File: config.mk
export PLATFORM = sky130hd
export DESIGN_NAME = gelu_poly_scheduler
export DESIGN_NICKNAME = d
export VERILOG_FILES = /design/src/rtl/gelu_poly_scheduler.sv
export SDC_FILE = /design/constraint.sdc
export NUM_CORES = 1
export LEC_CHECK = 0
export CAP_MARGIN = 20
export CORE_ASPECT_RATIO = 1.75
export CORE_MARGIN = 3
export CORE_UTILIZATION = 35
export CTS_BUF_LIST = sky130_fd_sc_hd__clkbuf_16
export DETAILED_ROUTE_END_ITERATION = 12
export PLACE_DENSITY = 0.52
export SLEW_MARGIN = 20
export SYNTH_ARGS = -nofsm -noshare
export SYNTH_HDL_FRONTEND = slang
export SYNTH_SLANG_ARGS = --single-unit
File: constraint.sdc
create_clock -name clk -period 6.3 [get_ports clk]
set_input_delay 0.63 -clock clk [delete_from_list [all_inputs] [get_ports clk]]
set_output_delay 0.63 -clock clk [all_outputs]
set_load 0.01 [all_outputs]
File: src/rtl/gelu_poly_scheduler.sv
// Packet-granular round-robin scheduler sharing one non-stallable GELU polynomial unit
// between two requesters; results return through credit-protected per-requester FIFOs.
module gelu_poly_scheduler #(
   parameter int W          = 32,
   parameter int LAT        = 6,
   parameter int FIFO_DEPTH = 8
) (
   input  logic                clk,
   input  logic                rst_n,
   input  logic                req0_valid,
   output logic                req0_ready,
   input  logic signed [W-1:0] req0_data,
   input  logic                req0_last,
   input  logic                req1_valid,
   output logic                req1_ready,
   input  logic signed [W-1:0] req1_data,
   input  logic                req1_last,
   output logic                pu_valid_in,
   output logic signed [W-1:0] pu_xi_q,
   input  logic                pu_valid_out,
   input  logic signed [W-1:0] pu_s_xi_q,
   output logic                rsp0_valid,
   input  logic                rsp0_ready,
   output logic signed [W-1:0] rsp0_data,
   output logic                rsp0_last,
   output logic                rsp1_valid,
   input  logic                rsp1_ready,
   output logic signed [W-1:0] rsp1_data,
   output logic                rsp1_last,
   output logic                busy,
   output logic                err
);

   localparam int AW = $clog2(FIFO_DEPTH);
   localparam int CW = $clog2(FIFO_DEPTH + LAT + 1) + 1;

   typedef enum logic [1:0] {IDLE = 2'd0, SERVE0 = 2'd1, SERVE1 = 2'd2} state_t;

   state_t              state, state_nxt;
   logic                rr, rr_nxt;
   logic                issue, issue_id, issue_last;
   logic signed [W-1:0] issue_data;
   logic [LAT-1:0]      tag_v, tag_id, tag_last;
   logic [CW-1:0]       inflight [2];
   logic [AW:0]         occ [2];
   logic [AW-1:0]       wptr [2];
   logic [AW-1:0]       rptr [2];
   logic [W:0]          mem [2][FIFO_DEPTH];
   logic [1:0]          credit_ok, push, pop;

   always_comb begin
      inflight[0] = '0;
      inflight[1] = '0;
      for (int i = 0; i < LAT; i++) begin
         if (tag_v[i] && !tag_id[i]) inflight[0] = inflight[0] + CW'(1);
         if (tag_v[i] &&  tag_id[i]) inflight[1] = inflight[1] + CW'(1);
      end
   end

   // Credit counts FIFO slots not yet owned by stored or in-flight results.
   assign credit_ok[0] = (CW'(occ[0]) + inflight[0]) < CW'(FIFO_DEPTH);
   assign credit_ok[1] = (CW'(occ[1]) + inflight[1]) < CW'(FIFO_DEPTH);

   always_ff @(posedge clk) begin
      if (!rst_n) begin
         state <= IDLE;
         rr    <= 1'b0;
      end else begin
         state <= state_nxt;
         rr    <= rr_nxt;
      end
   end

   always_comb begin
      state_nxt  = state;
      rr_nxt     = rr;
      req0_ready = 1'b0;
      req1_ready = 1'b0;
      issue      = 1'b0;
      issue_id   = 1'b0;
      issue_last = 1'b0;
      issue_data = '0;
      case (state)
         IDLE: begin
            if (!rr) begin
               if (req0_valid)      state_nxt = SERVE0;
               else if (req1_valid) state_nxt = SERVE1;
            end else begin
               if (req1_valid)      state_nxt = SERVE1;
               else if (req0_valid) state_nxt = SERVE0;
            end
         end
         SERVE0: begin
            req0_ready = credit_ok[0];
            if (req0_valid && credit_ok[0]) begin
               issue      = 1'b1;
               issue_last = req0_last;
               issue_data = req0_data;
               if (req0_last) begin
                  rr_nxt    = 1'b1;
                  state_nxt = req1_valid ? SERVE1 : IDLE;
               end
            end
         end
         SERVE1: begin
            req1_ready = credit_ok[1];
            if (req1_valid && credit_ok[1]) begin
               issue      = 1'b1;
               issue_id   = 1'b1;
               issue_last = req1_last;
               issue_data = req1_data;
               if (req1_last) begin
                  rr_nxt    = 1'b0;
                  state_nxt = req0_valid ? SERVE0 : IDLE;
               end
            end
         end
         default: state_nxt = IDLE;
      endcase
   end

   assign pu_valid_in = issue;
   assign pu_xi_q     = issue_data;

   // Tag pipe: stage LAT-1 lines up with pu_valid_out of the same element.
   always_ff @(posedge clk) begin
      if (!rst_n) begin
         tag_v <= '0;
      end else begin
         tag_v[0] <= issue;
         for (int i = 1; i < LAT; i++) tag_v[i] <= tag_v[i-1];
      end
   end

   always_ff @(posedge clk) begin
      tag_id[0]   <= issue_id;
      tag_last[0] <= issue_last;
      for (int i = 1; i < LAT; i++) begin
         tag_id[i]   <= tag_id[i-1];
         tag_last[i] <= tag_last[i-1];
      end
   end

   assign push[0] = pu_valid_out & tag_v[LAT-1] & ~tag_id[LAT-1];
   assign push[1] = pu_valid_out & tag_v[LAT-1] &  tag_id[LAT-1];
   assign pop[0]  = rsp0_valid & rsp0_ready;
   assign pop[1]  = rsp1_valid & rsp1_ready;

   always_ff @(posedge clk) begin
      if (!rst_n) begin
         for (int r = 0; r < 2; r++) begin
            occ[r]  <= '0;
            wptr[r] <= '0;
            rptr[r] <= '0;
         end
      end else begin
         for (int r = 0; r < 2; r++) begin
            if (push[r]) wptr[r] <= wptr[r] + AW'(1);
            if (pop[r])  rptr[r] <= rptr[r] + AW'(1);
            if (push[r] && !pop[r])      occ[r] <= occ[r] + (AW+1)'(1);
            else if (!push[r] && pop[r]) occ[r] <= occ[r] - (AW+1)'(1);
         end
      end
   end

   always_ff @(posedge clk) begin
      for (int r = 0; r < 2; r++) begin
         if (push[r]) mem[r][wptr[r]] <= {tag_last[LAT-1], pu_s_xi_q};
      end
   end

   // A strobe without a tag (or a tag without a strobe) means the unit lost sync.
   always_ff @(posedge clk) begin
      if (!rst_n)                              err <= 1'b0;
      else if (pu_valid_out != tag_v[LAT-1])   err <= 1'b1;
   end

   assign rsp0_valid = (occ[0] != '0);
   assign rsp1_valid = (occ[1] != '0);
   assign rsp0_data  = mem[0][rptr[0]][W-1:0];
   assign rsp0_last  = mem[0][rptr[0]][W];
   assign rsp1_data  = mem[1][rptr[1]][W-1:0];
   assign rsp1_last  = mem[1][rptr[1]][W];

   assign busy = (state != IDLE) | (|tag_v) | rsp0_valid | rsp1_valid;

endmodule
==> metrics.md, run 1 <==
| Metric | Value |
|---|---|
| Worst hold path type | register to register |
| Largest net degree at the start of global routing | 46 |
| CP Data Arrival Time | ~5.3 ns |
| Placed cell areas | roughly 26000 um2 |
| Synthesized area | 23100 um2 |
| Util after Layout | between 40% and 50% |
| Die ar. | just under 70000 um2 |
| Simple-Gate Fraction of Synth Area | around 3.6% |
| I/O Pins | between 200 and 250 |
| Post-synthesis register bit count | 570 |
| Initial Utilization | a little over a third |
| Static Leakage | 8.95 nW |
| Post-route DRC | 0 |
| Final Max Slew Viols | 0 |
| Final Cycle Share | 94.5% |
| Critical Path Fanout Max | 17 |
| GP Congestion | 0.764 |
| Hold Vio Cnt, Final | 0 |
| Chip Width | around 200 um |
| Routed Antenna Nets | 0 |
| Area grow syn2layout | 22.3% |
| First-pass GRT wire length | approximately 80 mm |
| Core Box Area | about 65000 um2 |
| CP Launch Type | register |
| Final min period | about 6.0 ns |
| Worst-path clk slew | approximately 0.060 ns |
| Number of global-route vias before repair | 13100 |
| Synth Net Count | between 1000 and 1500 |
| Sw Share | between 20 and 25% |
| Final Instance Area | 28300 um2 |
| GR Util met3 | 2.83% |
| CTS tree | done |
| CTS Buf Count | 52 |
| Place WS | about 0.57 ns |
| Syn_area_per_cell | roughly 20 um2 |
| Synth Warn # | 0 |
| Hold buffer count at CTS | 0 |
| Total grt overflow | 0 |
| Crit path required time | approximately 5.7 ns |
| Fin nets | between 1500 and 2000 |
| Synth Area in Compound Gates | under 10% |
| Share of flip-flops with an asynchronous set or reset | 0% |
| Sw Pwr | approximately 2.2 mW |
| Ys flop type | edfxtp_1 |
| Post-route setup slack | 0.347 ns |
| Seq pwr share | 46.3% |
| Slew headroom | between 30% and 40% |
| Unrepaired setup endpoints after global routing | no |
| Iteration-0 DRC Markers | 537 |
| Run status | complete, no violations |
| F_max | ~170 MHz |
| Avg WL per Cell | approximately 24 um |
| Port bufs | 209 |
| Clock sink count | 570 |
| Mux contribution to synthesized area | 16.4% |
| Element type at the critical path end | output pin |
| DIE HEIGHT | ~350 um |
| Worst-Skew Late Latency | 0.59 ns |
| VDD IR-drop max | roughly 0.2 mV |
| CTS root buf | clkbuf_16 |
| Setup TNS | 0 ns |
| Post-synthesis adder-cell area fraction | under 10% |
| Setup violations, final | 0 |
| Share of cells above drive strength 1 | 23.8% |
| Vias per Instance | 5.08 |
| Global route hottest layer | met2 |
| ANT cells | 0 |
| TritonRoute pass-1 iters | 5 |
| Met2 Usage GRT | 30.1% |
| Actual slew at the worst max-slew pin | about 0.91 ns |
| Sequential share of the synthesized area | roughly three quarters |
| Largest family of logic cells by synthesized area | multiplexers |
| GRT Util Overall | 15.7% |
| Yosys cell types | between 50 and 60 |
| Pint | 6.97 mW |
| Cells after synthesis | 1151 |
| Max-cap violation count | 0 |
| Initial antenna violation count | 4 |
| Vias | between 10000 and 15000 |
| Logic pwr share | a little under a fifth |
| Worst Skew | approximately 0.016 ns |
| Clock power share | around a third |
| Met1 usage | between 10% and 20% |
| Synth Area in XOR/XNOR | under 10% |
| Row Count | around 120 |
| H-Tree Depth | 2 |
| Final WL | roughly 55 mm |
| Crit Path Class | register to output pin |
| Clock buffer depth | 3 |
| EDFF count, synth | approximately 550 |
| PwrDens | ~330 nW/um2 |
| Dpl hpwl | around 32 mm |
[Yosys cell counts (7+ instances only)]
cell type    n  area [um2]
edfxtp_1   548       16500
mux4_2     132        2970
mux2_2      68         766
clkbuf_1    37         139
nor2_1      36         135
nor2b_1     36         225
a22oi_1     35         263
nand2_1     32         120
ha_1        27         338
dfxtp_1     22         440
inv_1       21        78.8
xnor2_1     16         140
a21oi_1     13        65.1
and2_1      12        75.1
nand2b_1     9        56.3
and3_1       8        50.1
nand3_1      8        40.0
nor3_1       8        40.0
buf_1        7        26.3
o21ai_0      7        35.0
xor2_1       7        61.3
[metrics by stage]
stage                     power (mW)  hold slack, ns  std cells
after global routing            9.58           0.336       2321
final                           9.21           0.327       2321
after global placement          6.07           0.315       2220
after floorplan                 5.34           0.310       1151
after detailed placement        6.08           0.315       2220
after CTS                       9.32           0.330       2316
[flip-flops by register name (all words and copies together) (netlist names)]
register  count
err           1
occ           8
mem         528
wptr          6
tag_id        6
tag_last      6
rr            1
tag_v         6
rptr          6
state         2
[cell type report]
class	instances	area, um2
fill	5695	37100
sequential	570	16900
multi-input combinational	506	6030
timing repair buffer	246	2410
clock buffer	53	1330
tap	882	1100
clock inverter	43	410
inverter	21	78.8
[power groups by stage]
stage          Clock [mW]  Sequential, mW  Combinational [mW]
2_1_floorplan           0            4.31                1.02
3_3_place_gp            0            4.34                1.73
3_5_place_dp            0            4.34                1.74
4_1_cts              3.30            4.26                1.75
5_1_grt              3.44            4.26                1.87
6_report             3.22            4.26                1.73
[placed cells by master, fill, tap and decap left out, drive strengths merged, types with 12 or more instances in the layout]
| cell | netlist | layout |
|---|---|---|
| edfxtp | 548 | 548 |
| clkdlybuf4s50 | 0 | 209 |
| mux4 | 132 | 132 |
| mux2 | 68 | 68 |
| clkbuf | 38 | 54 |
| nor2b | 36 | 36 |
| buf | 16 | 36 |
| nor2 | 36 | 36 |
| a22oi | 35 | 35 |
| nand2 | 32 | 32 |
| inv | 21 | 32 |
| ha | 27 | 27 |
| dfxtp | 22 | 22 |
| clkinv | 0 | 20 |
| xnor2 | 17 | 17 |
| a21oi | 14 | 14 |
| and2 | 12 | 12 |
[path summary, 6_finish.rpt]
check | start | endpoint | slack [ns] | depth (start not counted)
min reg2reg | tag_last[1] | tag_last[2] | 0.33 | 0
max | tag_id[1] | pu_xi_q[17] | 0.35 | 21
max reg2reg | tag_id[1] | tag_v[0] | 1.98 | 20
min | tag_last[1] | tag_last[2] | 0.33 | 0
[cells by family after synthesis]
logic type	Yosys count
AOI/OAI and AO/OA	85
muxes	205
and+or+nand+nor	161
xor gates and xnor gates	27
DFF	570
adders and majority gates	28
buffers and inverters	75
[critical path: stages, from the launching register on]
cell and delay [ns]:
dfxtp_1 0.34, nand2b_2 0.17, inv_1 0.05, ha_2 0.39, xor2_4 0.19, ha_1 0.26, xnor2_1 0.16, mux2i_1 0.10
mux2i_2 0.24, ha_1 0.18, nand2_1 0.06, xor2_1 0.16, xnor2_1 0.14, ha_1 0.34, a2111oi_2 0.30, buf_4 0.19
nand2_1 0.09, a211oi_4 0.37, clkbuf_16 0.26, a22oi_1 0.08, nor2b_1 0.13, clkdlybuf4s50_1 0.55
[layer usage]
metal / share of wire (%) / vias up / wire length, um
li1: - / 5178 / -
met1: 38 / 6240 / 20800
met2: 56 / 282 / 30500
met3: 4.3 / 80 / 2350
met4: 2.1 / 6 / 1140
met5: 0.069 / - / 38
[timing repair]
item,in CTS,in global routing
setup endpoints to repair,32,33
buffers inserted,0,4
cloned,0,1
pin swaps,0,3
gates resized for setup,1,13
(Power assumes the default switching activity.)
==> run 2, diff against run 1 <==
--- a/config.mk
+++ b/config.mk
@@ -11,6 +11,7 @@
 export CORE_UTILIZATION = 35
 export CTS_BUF_LIST = sky130_fd_sc_hd__clkbuf_16
 export DETAILED_ROUTE_END_ITERATION = 12
+export GPL_TIMING_DRIVEN = 0
 export PLACE_DENSITY = 0.52
 export SLEW_MARGIN = 20
 export SYNTH_ARGS = -nofsm -noshare
==> run 2 against run 1 <==
Critical path depth shrank 1. Register-to-register slack gained 0.10 ns. Fmax grew 0.97%. Highest routed layer is now met4. Power shrank 2.6%. Worst hold slack is essentially flat. Critical endpoint is now pu_xi_q[3]. Routed wire length grew 1.3%. Cell count grew 2.4%. Worst setup slack gained 0.057 ns. Largest cell class unchanged. First-iteration DRC count grew 6.1%.
==> metrics.md, run 2 (same netlist as run 1, synthesis figures left out) <==
| Metric | Value |
|---|---|
| Initial antenna violation count | 0 (-4) |
| Slack of the worst reg-to-reg path | 2.08 ns (+0.10 ns) |
| CTS tree | done |
| CTS Buf Count | 50 (-3.8%) |
| Slew headroom | 30.2% (-9.4 points) |
| Chip Width | 200 um (unchanged) |
| Vias | 11900 (+0.73%) |
| Worst Hold Depth | 0 (unchanged) |
| Cell depth of the worst flop-to-flop path | 19 (-5.0%) |
| R2r startpoint | tag_v[0] |
| Fin nets | 1590 (+3.9%) |
| Total Power | 8.97 mW (-2.6%) |
| Avg WL per Cell | 23.4 um (-1.1%) |
| Clock buffer depth | 3 (unchanged) |
| DIE HEIGHT | 346 um (unchanged) |
| Vias per Instance | 5.00 (-1.6%) |
| Row Count | 124 (unchanged) |
| Reg-to-reg critical path endpoint | rr |
| Port bufs | 209 (unchanged) |
| Setup violations, final | 0 (unchanged) |
| Final Cycle Share | 93.6% (-0.90 points) |
| Routed Antenna Nets | 0 (unchanged) |
| Static Leakage | 9.15 nW (+2.2%) |
| Slowest stage delay, CP | 0.55 ns (about the same) |
| GP Congestion | 0.755 (-1.2%) |
| PwrDens | 313 nW/um2 (-4.1%) |
| Crit path cell chain | nand2_1 -> inv_1 -> ha_1 -> xnor2_2 -> ha_1 -> xor2_1 -> a22oi_1 -> o31a_1 -> ha_1 -> nand2_1 -> xnor2_1 -> xor2_1 -> ha_1 -> a2111oi_4 -> nand3_1 -> a21oi_4 -> clkbuf_2 -> a22oi_1 -> nor2b_1 -> clkdlybuf4s50_1 |
| Largest register FFs | 528 (unchanged) |
| F_max | 170 MHz (+0.97%) |
| Total grt overflow | 0 (unchanged) |
| Crit Path Class | register to output pin |
| Worst hold path type | register to register |
| Most frequent cells in the layout | edfxtp_1 (548), clkdlybuf4s50_1 (209), mux4_2 (132) |
| Worst path slowest cell | clkdlybuf4s50_1 |
| Worst-path clk slew | 0.06 ns (about the same) |
| Critical Path Fanout Max | 10 (-7) |
| VDD IR-drop max | 0.191 mV (-5.8%) |
| Worst path most repeated cell | ha_1 |
| Max-cap violation count | 0 (unchanged) |
| Area grow syn2layout | 24.2% |
| Final WL | 55.5 mm (+1.3%) |
| ANT cells | 0 (unchanged) |
| GRT Util Overall | 15.9% (+0.26 points) |
| Final Max Slew Viols | 0 (unchanged) |
| Dpl hpwl | 38.0 mm (+18%) |
| Iteration-0 DRC Markers | 570 (+6.1%) |
| CP Data Arrival Time | 5.27 ns (-0.05 ns) |
| I/O Pins | 210 (unchanged) |
| Worst-Skew Late Latency | 0.57 ns (-0.02 ns) |
| CTS root buf | clkbuf_16 |
| Hold Path Sink | tag_last[2] |
| Largest net degree at the start of global routing | 20 (-57%) |
| Run status | complete, no violations |
| First-pass GRT wire length | 82.7 mm (+0.96%) |
| Hold Vio Cnt, Final | 0 (unchanged) |
| Unrepaired setup endpoints after global routing | no |
| Die ar. | 69200 um2 (unchanged) |
| Element type at the critical path end | output pin |
| Core Box Area | 65300 um2 (unchanged) |
| Initial Utilization | 35.4% (unchanged) |
| Fin Hold WS | 0.327 ns (-0.000178 ns) |
| Worst Skew | 0.0148 ns (-0.00105 ns) |
| Crit path required time | 5.67 ns (about the same) |
| Actual slew at the worst max-slew pin | 1.05 ns (+0.142 ns) |
| H-Tree Depth | 2 (unchanged) |
| TritonRoute pass-1 iters | 5 (unchanged) |
| Post-route DRC | 0 (unchanged) |
| Fill cells | 5734 (+0.68%) |
| CP Launch Type | register |
| Most common cell after layout, fill and taps aside | edfxtp_1 |
| Number of global-route vias before repair | 13000 (-0.60%) |
| Hold Crit Start | tag_last[1] |
| Share of cells above drive strength 1 | 24.0% (+0.13 points) |
| Clock sink count | 570 (unchanged) |
| Final min period | 5.90 ns (-0.0569 ns) |
## run 2: through the flow
step           utilization [%]  area (um2)  TNS, ns  setup WS (ns)  std cells
4_1_cts                   43.8       28600        0        0.00615       2372
2_1_floorplan                -       23100        0           1.34       1151
3_5_place_dp              41.4       27000        0         0.0467       2281
5_1_grt                   43.9       28700        0         0.0218       2376
3_3_place_gp              40.3       26300  -140.62          -1.26       2242
6_report                  43.9       28700        0          0.404       2376
## run 2: worst max-delay path, delay by kind of cell (launching register included)
kind	cells	cell delay, ns
simple gates	4	0.52
buf+inv	3	0.89
fa+ha+maj	4	1.20
compound gates	5	1.14
xor+xnor	4	0.62
flops	1	0.33
## run 2: power by group
| part | internal (mW) | switching, mW |
|---|---|---|
| Combinational | 0.937 | 0.867 |
| Sequential | 4.20 | 0.0488 |
| Clock | 1.59 | 1.33 |
| Total | 6.72 | 2.25 |
## run 2: final cells by class
cell class	instances	area (um2)	share of cell area, %
repair buffers	255	2790	9.71
plain buffers	53	251	0.876
clock buffers	51	1280	4.45
flip-flops and latches	570	16900	58.9
inverters	21	78.8	0.275
clock inverters	38	246	0.859
multi-input cells	506	6050	21.1
well taps	882	1100	3.85
## run 2: worst max-delay path by stage
stage,startpoint,to,slack (ns),cells past startpoint
CTS,tag_v[0],pu_xi_q[16],0.006,21
global route,tag_v[0],pu_xi_q[16],0.02,20
floorplan,tag_v[0],pu_xi_q[10],1.34,20
global placement,pu_valid_out,mem[0][509],-1.26,5
finish,tag_v[0],pu_xi_q[3],0.40,20
detailed placement,tag_v[0],pu_xi_q[19],0.05,21
## run 2: what timing repair did
action | in CTS | in global routing
pin swaps | 1 | 4
gates resized for setup | 8 | 6
hold buffers | 0 | 0
endpoints found under the setup margin | 33 | 33
setup buffers | 2 | 4
## run 2: metal layers
layer	share of wire, %	routed length [um]	GRT usage (%)
met5	0	0	0
met4	2.3	1280	4.38
met3	5.5	3060	3.13
met2	55	30800	30.7
met1	37	20400	17.8
==> run 3, diff against run 2 <==
--- a/config.mk
+++ b/config.mk
@@ -8,11 +8,11 @@
 export CAP_MARGIN = 20
 export CORE_ASPECT_RATIO = 1.75
 export CORE_MARGIN = 3
-export CORE_UTILIZATION = 35
+export CORE_UTILIZATION = 57
 export CTS_BUF_LIST = sky130_fd_sc_hd__clkbuf_16
 export DETAILED_ROUTE_END_ITERATION = 12
 export GPL_TIMING_DRIVEN = 0
-export PLACE_DENSITY = 0.52
+export PLACE_DENSITY = 0.78
 export SLEW_MARGIN = 20
 export SYNTH_ARGS = -nofsm -noshare
 export SYNTH_HDL_FRONTEND = slang
==> constraint.sdc (replaced) <==
create_clock -name clk -period 6.4 [get_ports clk]
set_input_delay 0.64 -clock clk [delete_from_list [all_inputs] [get_ports clk]]
set_output_delay 0.64 -clock clk [all_outputs]
set_load 0.01 [all_outputs]
==> run 3 against run 2 <==
Combinational power decreased by 2%. Cell count down 17%. Sequential power down 1%. Critical path depth is the same. Routed wire length shrank 3.3%. Clock power is 7.2% lower. Sequential share of layout area grew 1.7 points. Cell area fell by 2.8%. Power shrank 3.5%. Critical path type unchanged. Critical endpoint is now pu_xi_q[19]. Largest power group unchanged.
==> metrics.md, run 3 (same netlist as run 1, synthesis figures left out) <==
| Metric | Value |
|---|---|
| Run status | complete, no violations |
| Total Power | 8.65 mW (-3.5%) |
| Vias | 12400 (+4.7%) |
| Worst hold path type | register to register |
| F_max | 161 MHz |
| Final Max Slew Viols | 0 (unchanged) |
| Crit path cell chain | nand2_1 -> inv_1 -> ha_1 -> xnor2_2 -> ha_1 -> xor2_1 -> a22oi_1 -> o31a_1 -> ha_1 -> nand2_1 -> xnor2_1 -> xor2_1 -> ha_1 -> a2111oi_4 -> nand3_1 -> a21oi_4 -> buf_2 -> a22oi_1 -> nor2b_1 -> clkdlybuf4s50_1 |
| Core Box Area | 40100 um2 (-39%) |
| Element type at the critical path end | output pin |
| Slew headroom | 31.3% (+1.1 points) |
| Die ar. | 43100 um2 (-38%) |
| CTS root buf | clkbuf_16 |
| Dpl hpwl | 34.5 mm (-9.2%) |
| I/O Pins | 210 (unchanged) |
| R2r startpoint | tag_v[0] |
| Routed Antenna Nets | 0 (unchanged) |
| Worst-path clk slew | 0.07 ns (about the same) |
| Row Count | 97 (-22%) |
| Util after Layout | 69.6% (+26 points) |
| Cell depth of the worst flop-to-flop path | 19 (unchanged) |
| Final Cycle Share | around 97% |
| Final WL | 53.7 mm (-3.3%) |
| Fin Hold WS | 0.329 ns (+0.00132 ns) |
| GRT Util Overall | 25.5% (+9.5 points) |
| Post-route setup slack | 0.181 ns (-0.222 ns) |
| CP Data Arrival Time | 5.58 ns (+0.31 ns) |
| Unrepaired setup endpoints after global routing | yes |
| Most frequent cells in the layout | edfxtp_1 (548), clkdlybuf4s50_1 (209), mux4_2 (132) |
| Share of cells above drive strength 1 | 23.2% (-0.80 points) |
| Chip Width | 158 um (-21%) |
| Buf/Inv on CP | 3 (unchanged) |
| Final Non-Filler Cells | 1980 (-17%) |
| Setup violations, final | 0 (unchanged) |
| Post-route DRC | 0 (unchanged) |
| GP Congestion | 0.817 (+8.2%) |
| Hold Path Sink | tag_last[1] |
| Multi-input logic area | 6050 um2 (-0.10%) |
| Most common cell after layout, fill and taps aside | edfxtp_1 |
| Clock buffer depth | 3 (unchanged) |
| Crit path required time | 5.76 ns (+0.09 ns) |
| TritonRoute pass-1 iters | 5 (unchanged) |
| Actual slew at the worst max-slew pin | 1.03 ns (-0.0162 ns) |
| Vias per Instance | 6.28 (+26%) |
| VDD IR-drop max | 0.197 mV (+3.2%) |
| CP top delay family | compound AO/OA/AOI/OAI gates |
| Area grow syn2layout | 20.8% |
| PwrDens | 310 nW/um2 (-0.74%) |
| Place WS | -0.0370 ns (-0.0837 ns) |
| Slack of the worst reg-to-reg path | 1.82 ns (-0.26 ns) |
| CTS Buf Count | 47 (-6.0%) |
| Iteration-0 DRC Markers | 1142 (+100%) |
| H-Tree Depth | 2 (unchanged) |
| Dpl cells | 1883 (-17%) |
| Clock sink count | 570 (unchanged) |
| Hold Vio Cnt, Final | 0 (unchanged) |
| Worst-Skew Late Latency | 0.56 ns (about the same) |
| Worst path most repeated cell | ha_1 |
| Largest register FFs | 528 (unchanged) |
| Number of global-route vias before repair | 13100 (+0.81%) |
| Reg-to-reg critical path endpoint | rr |
| Worst Skew | 0.0228 ns (+0.00801 ns) |
| Fin nets | 1580 (-0.63%) |
| Crit Path Class | register to output pin |
| Worst path slowest cell | clkdlybuf4s50_1 |
| DIE HEIGHT | 272 um (-21%) |
| Max-cap violation count | 0 (unchanged) |
| Initial antenna violation count | 0 (unchanged) |
| Total grt overflow | 0 (unchanged) |
| Largest net degree at the start of global routing | 22 (+10%) |
| Static Leakage | 9.03 nW (-1.2%) |
| Avg WL per Cell | 27.1 um (+16%) |
| Port bufs | 209 (unchanged) |
| Hold Crit Start | tag_last[0] |
| CTS tree | done |
| First-pass GRT wire length | 80.7 mm (-2.4%) |
| Critical Path Fanout Max | 10 (unchanged) |
| Final min period | just over 6 ns |
| Slowest stage delay, CP | 0.55 ns (about the same) |
| Fill cells | 2444 (-57%) |
| Register area | 16900 um2 (unchanged) |
| CP Launch Type | register |
| ANT cells | 0 (unchanged) |
| Worst Hold Depth | 0 (unchanged) |
| Initial Utilization | 57.7% (+22 points) |
## run 3: worst max-delay path by stage
stage	start	end	slack, ns	depth (start not counted)
2_1_floorplan	tag_v[0]	pu_xi_q[10]	1.43	20
3_3_place_gp	pu_valid_out	mem[0][239]	-0.64	5
3_5_place_dp	tag_v[1]	pu_xi_q[19]	-0.04	21
4_1_cts	tag_v[1]	pu_xi_q[26]	0.004	21
5_1_grt	tag_v[0]	pu_xi_q[26]	-0.04	20
6_report	tag_v[0]	pu_xi_q[19]	0.18	20
## run 3: area by class of cell
type                    instances  share of cell area (%)
inverters                      21                   0.283
flip-flops and latches        570                    60.6
clock inverters                38                   0.772
repair buffers                248                    9.18
clock buffers                  49                    4.40
multi-input cells             506                    21.7
plain buffers                  53                   0.888
well taps                     495                    2.22
## run 3: repair_timing
item / 4_1_cts / 5_1_grt
pin swaps: 1 / 3
resized for setup: 6 / 5
setup endpoints to repair: 33 / 33
setup buffers: 0 / 10
hold endpoints to repair: 0 / 0
hold buffers: 0 / 0
## run 3: per-stage QoR
| step | TNS, ns | cell area [um2] |
|---|---|---|
| floorplan | 0 | 23100 |
| global placement | -68.64 | 25800 |
| detailed placement | -0.200 | 26300 |
| CTS | 0 | 27800 |
| global route | -0.192 | 27900 |
| finish | 0 | 27900 |
## run 3: routing by layer
metal / global-route usage (%) / up-vias / share of wire (%)
li1: - / 5268 / -
met1: 30.6 / 6383 / 34
met2: 45.4 / 649 / 55
met3: 4.26 / 129 / 7.0
met4: 10.2 / 0 / 4.1
met5: 0 / - / 0
## run 3: worst register-to-register path: stages (launching register included)
cell and delay, ns:
dfxtp_1 0.34, nand2_1 0.16, inv_1 0.06, ha_1 0.41
xnor2_2 0.28, ha_1 0.29, xor2_1 0.16, a22oi_1 0.19
o31a_1 0.21, ha_1 0.15, nand2_1 0.06, xnor2_1 0.13
xor2_1 0.15, ha_1 0.34, a2111oi_4 0.51, nand3_1 0.20
a21oi_4 0.28, buf_2 0.27, o2111a_1 0.22, a211oi_1 0.05
## run 3: where the power goes
part	switching [mW]	leakage, nW	total, mW	internal, mW
Sequential	0.0519	5.15	4.19	4.13
Combinational	0.840	3.11	1.76	0.917
Clock	1.25	0.770	2.71	1.47
Total	2.14	9.03	8.65	6.52
==> variant 1 (flow settings as in run 1) <==
The parameter `LAT` goes from 6 to 7.
--- a/src/rtl/gelu_poly_scheduler.sv
+++ b/src/rtl/gelu_poly_scheduler.sv
@@ -3,5 +3,5 @@
 module gelu_poly_scheduler #(
    parameter int W          = 32,
-   parameter int LAT        = 6,
+   parameter int LAT        = 7,
    parameter int FIFO_DEPTH = 8
 ) (
Check against the original RTL: same outputs for any inputs over 4 cycles, from zero or initial values and one cycle with rst_n low; that may be too few to reach the edited logic, so the function may still have changed.
==> variant 1 against run 1 <==
Area after synthesis increased by 1.2%; clock skew barely moved; worst setup slack got worse by 120 ps; final area rose by 0.42%; sequential cell count is 3 higher; wire length is 3.7% higher; final cell count up 0.65%; first-iteration DRC count increased by 27%; total power is 3.0% lower; critical path type unchanged; largest power group unchanged.
==> variant 1: results (changes against run 1) <==
Route
  – Routed len/inst: 24.4 microns (was 23.6 microns)
  – DRT iter0 DRCs: 683 (was 537)
  – Met3 WL: 2810 microns (was 2350 microns)
  – DR WL met2: 30900 microns (was 30500 microns)
  – Highest metal used: met4 (was met5)

Power
  – Gate power share: 18.1% (was 18.8%)
  – Leak pwr: 9.16 nW (was 8.95 nW)
  – Total chip power: 0.00893 W (was 0.00921 W)
  – Peak supply drop: 0.197 mV (was 0.203 mV)

Placed design
  – Post-DP HPWL: 33900 microns (was 32200 microns)
  – Placed Cells: 2233 (was 2220)
  – Placed standard-cell area: 26600 sq um (was 26400 sq um)
  – Setup WS pre-CTS: 426 ps (was 572 ps)
  – GP Congestion: 0.774 (was 0.764)

Global routing
  – First-pass GRT wire length: 84800 microns (was 81900 microns)
  – Met1 usage: 18.7% (was 17.9%)
  – Initial antenna violation count: 1 (was 4)
  – Met3 usage: 3.01% (was 2.83%)
  – Met2 Track Usage GR: 30.4% (was 30.1%)
  – Number of global-route vias before repair: 13354 (was 13069)
  – Global Route Usage Sum: 16.2% (was 15.7%)
  – Largest net degree at the start of global routing: 55 (was 46)

Finish
  – # fillers: 5883 (was 5695)
  – # nets final: 1546 (was 1530)
  – Ratio of cells with drive above 1 in the final layout: 23.9% (was 23.8%)
  – Fin cells: 2336 (was 2321)

Setup path
  – Crit Reg-Reg Endpoint: state[0] (was tag_v[0])
  – Worst-path maximum fanout: 35 (was 17)
  – Slowest cell on the critical path: clkdlybuf4s50_1 (unchanged)
  – Worst Path Arrival: 5450 ps (was 5320 ps)
  – Worst reg-to-reg path cell count: 21 (was 20)
  – RR Startpoint: tag_id[0] (was tag_id[1])

STA
  – Setup Skew: 16.1 ps (was 15.8 ps)
  – Worst rel slew slack: 40.2% (was 39.6%)
  – Period utilization: 96.5% (was 94.5%)
  – Hold_ws: 325 ps (was 327 ps)

Synth
  – Post-Synth Adder-Cell Area: 1.64% (was 1.55%)
  – Mapped Cells: 1168 (was 1151)
  – Compound-Gate Fraction of Synth Area: 2.97% (was 2.70%)
  – Post-synth top cells: 548 x edfxtp_1, 132 x mux4_2, 70 x mux2_2, 38 x nor2_1, 36 x clkbuf_1 (was 548 x edfxtp_1, 132 x mux4_2, 68 x mux2_2, 37 x clkbuf_1)
  – Xor-xnor portion of the synthesized cell area: 1.64% (was 1.26%)
  – Share of the yosys chip area belonging to registers: 72.6% (was 73.1%)
  – Post-synthesis cell type count: 64 (was 58)

Clock network
  – TritonCTS buffer count: 53 (was 52)
  – Resized cells post-CTS: 9 (was 1)
  – Post-CTS Setup Inserts: 0 (unchanged)

Worst hold path
  – Worst Hold End: tag_last[5] (was tag_last[2])

Run status
  – Outcome: complete, no violations (unchanged)
[variant 1: cell types whose count changed in the layout (fill, tap and decap cells not counted), moves of 4 or more]
cell	run 1	this run
o21ai_0	7	11
xnor2_1	16	21
a22oi_1	35	1
nand3_1	8	12
a22o_1	1	34
bufinv_16	8	2
dfxtp_2	0	4
nor2_1	24	31
inv_1	30	36
a31oi_1	0	5
nor2b_1	36	5
nor2_4	12	7
xor2_1	7	12
clkinvlp_4	4	0
[variant 1: cell families (layout without fill, tap and decap cells)]
group	count (synthesis)	count (layout)
and+or+nand+nor	156	156
adders and majority gates	30	30
buffers and inverters	75	361
muxes	206	206
DFF	573	573
AOI/OAI and AO/OA	91	91
xor gates and xnor gates	37	37
[variant 1: final cells by class]
cell class,instances,area [sq um],share of cell area [%]
clock buffer,55,1380,4.85
clock inverter,43,240,0.847
inverter,19,71.3,0.251
multi-input combinational,520,6210,21.9
sequential,573,17000,59.8
tap,882,1100,3.89
timing repair buffer,244,2400,8.47
==> variant 2 (config.mk and constraints of run 1) <==
Made on the original files. The 3 states of `state_t` get a one-hot encoding in 3 bits.
--- a/src/rtl/gelu_poly_scheduler.sv
+++ b/src/rtl/gelu_poly_scheduler.sv
@@ -35,5 +35,5 @@
    localparam int CW = $clog2(FIFO_DEPTH + LAT + 1) + 1;
 
-   typedef enum logic [1:0] {IDLE = 2'd0, SERVE0 = 2'd1, SERVE1 = 2'd2} state_t;
+   typedef enum logic [2:0] {IDLE = 3'b001, SERVE0 = 3'b010, SERVE1 = 3'b100} state_t;
 
    state_t              state, state_nxt;
Behaviour: same outputs for any inputs over 4 cycles, from zero or initial values and one cycle with rst_n low; so few cycles prove little.
==> variant 2 against run 1 <==
Clock skew increased by 7.7 ps; critical path depth decreased by 1; worst setup slack improved by 63 ps; global-route usage increased by 0.23 points; worst hold slack about the same; wire length decreased by 1.5%; sequential cell count increased by 1; non-clock buffer count decreased by 10; total power decreased by 5.9%; register-to-register slack improved by 120 ps; final area decreased by 1.9%; sequential share of layout area increased by 1.2 points; area after synthesis decreased by 0.71%; largest cell class unchanged.
==> variant 2: results (changes against run 1) <==
Run status
  – Outcome: complete, no violations (unchanged)

Power
  – Peak supply drop: 0.228 mV (was 0.203 mV)
  – Leak pwr: 8.85 nW (was 8.95 nW)

Setup path
  – Worst reg-to-reg path cell count: 19 (was 20)
  – Worst-path maximum fanout: 37 (was 17)

Route
  – DRT Wirelength: 54000 microns (was 54800 microns)
  – Number of vias per cell: 5.22 (was 5.08)
  – DR WL met2: 30000 microns (was 30500 microns)
  – DRT iter0 DRCs: 602 (was 537)
  – M1 wire length: 20000 microns (was 20800 microns)
  – Met3 WL: 2750 microns (was 2350 microns)

Global routing
  – Global Route Usage Sum: 15.9% (was 15.7%)
  – Largest net degree at the start of global routing: 67 (was 46)
  – Met1 usage: 18.0% (was 17.9%)
  – Initial antenna violation count: 1 (was 4)
  – Number of global-route vias before repair: 12703 (was 13069)
  – Met3 usage: 2.86% (was 2.83%)
  – First-pass GRT wire length: 80200 microns (was 81900 microns)
  – Met2 Track Usage GR: 30.4% (was 30.1%)

Placed design
  – Placed standard-cell area: 26100 sq um (was 26400 sq um)
  – Setup WS pre-CTS: 752 ps (was 572 ps)
  – GP Congestion: 0.804 (was 0.764)
  – Post-DP HPWL: 30800 microns (was 32200 microns)

STA
  – Worst slew pin tran: 1120 ps (was 905 ps)
  – Setup Skew: 23.5 ps (was 15.8 ps)

Synth
  – Share of the yosys chip area belonging to registers: 73.8% (was 73.1%)
  – Mapped Nets: 1247 (was 1284)
  – Synth area leaders: edfxtp_1 72%, mux4_2 13%, mux2_2 3.3% (was edfxtp_1 71%, mux4_2 13%, mux2_2 3.3%)
  – Post-synth top cells: 548 x edfxtp_1, 132 x mux4_2, 68 x mux2_2, 41 x nor2_1 (was 548 x edfxtp_1, 132 x mux4_2, 68 x mux2_2, 37 x clkbuf_1)

Finish
  – Ant. Diodes: 0 (unchanged)
  – Ratio of cells with drive above 1 in the final layout: 23.0% (was 23.8%)
  – # fillers: 5633 (was 5695)

Clock network
  – Resized cells post-CTS: 0 (was 1)
  – CTS root buffer: clkbuf_16 (unchanged)
variant 2: per-stage QoR:
stage,cells,total power (W)
floorplan,1118,0.00513
global placement,2114,0.00578
detailed placement,2115,0.00579
CTS,2206,0.00881
global route,2206,0.00902
finish,2206,0.00867
variant 2: cell type report:
type                    count  area [sq um]  area share, %
clock buffers              54          1350           4.87
clock inverters            37           251          0.907
well taps                 812          1020           3.67
repair buffers            236          2320           8.36
multi-input cells         477          5790           20.9
inverters                  19          71.3          0.257
flip-flops and latches    571         16900           61.0
variant 2: power by group:
group,internal (W),switching [W],total (W)
logic,0.000780,0.000650,0.00143
clock network,0.00166,0.00133,0.00300
registers,0.00419,0.0000461,0.00424
total,0.00664,0.00203,0.00867
variant 2: final timing paths:
path / start / to / slack [ps]
hold reg to reg: tag_last[3] / tag_last[4] / 330
setup / recovery: tag_v[0] / pu_xi_q[11] / 410
hold / removal: tag_last[3] / tag_last[4] / 330
setup reg to reg: tag_v[0] / tag_last[0] / 2100
variant 2: logic make-up (layout without fill, tap and decap cells):
logic type                 count (synthesis)  after routing  share of synthesized area, %
DFF                                      571            571                          73.8
and+or+nand+nor                          148            148                          3.24
buffers and inverters                     70            346                          1.48
xor gates and xnor gates                  24             24                          1.25
AOI/OAI and AO/OA                         80             80                          2.58
muxes                                    201            201                          16.3
adders and majority gates                 24             24                          1.34
variant 2: critical path, stage by stage, from the launching register on:
cell,delay [ps]
dfxtp_1,330
nand2_1,160
inv_1,60
ha_1,390
xnor2_4,220
inv_2,80
ha_1,290
xnor2_1,170
nor3_1,60
a221o_1,310
ha_1,210
nand3_1,90
xnor2_1,140
xnor2_1,150
ha_1,280
a2111oi_2,350
and3_1,230
and2_1,140
buf_6,250
a22o_1,190
clkdlybuf4s50_1,550
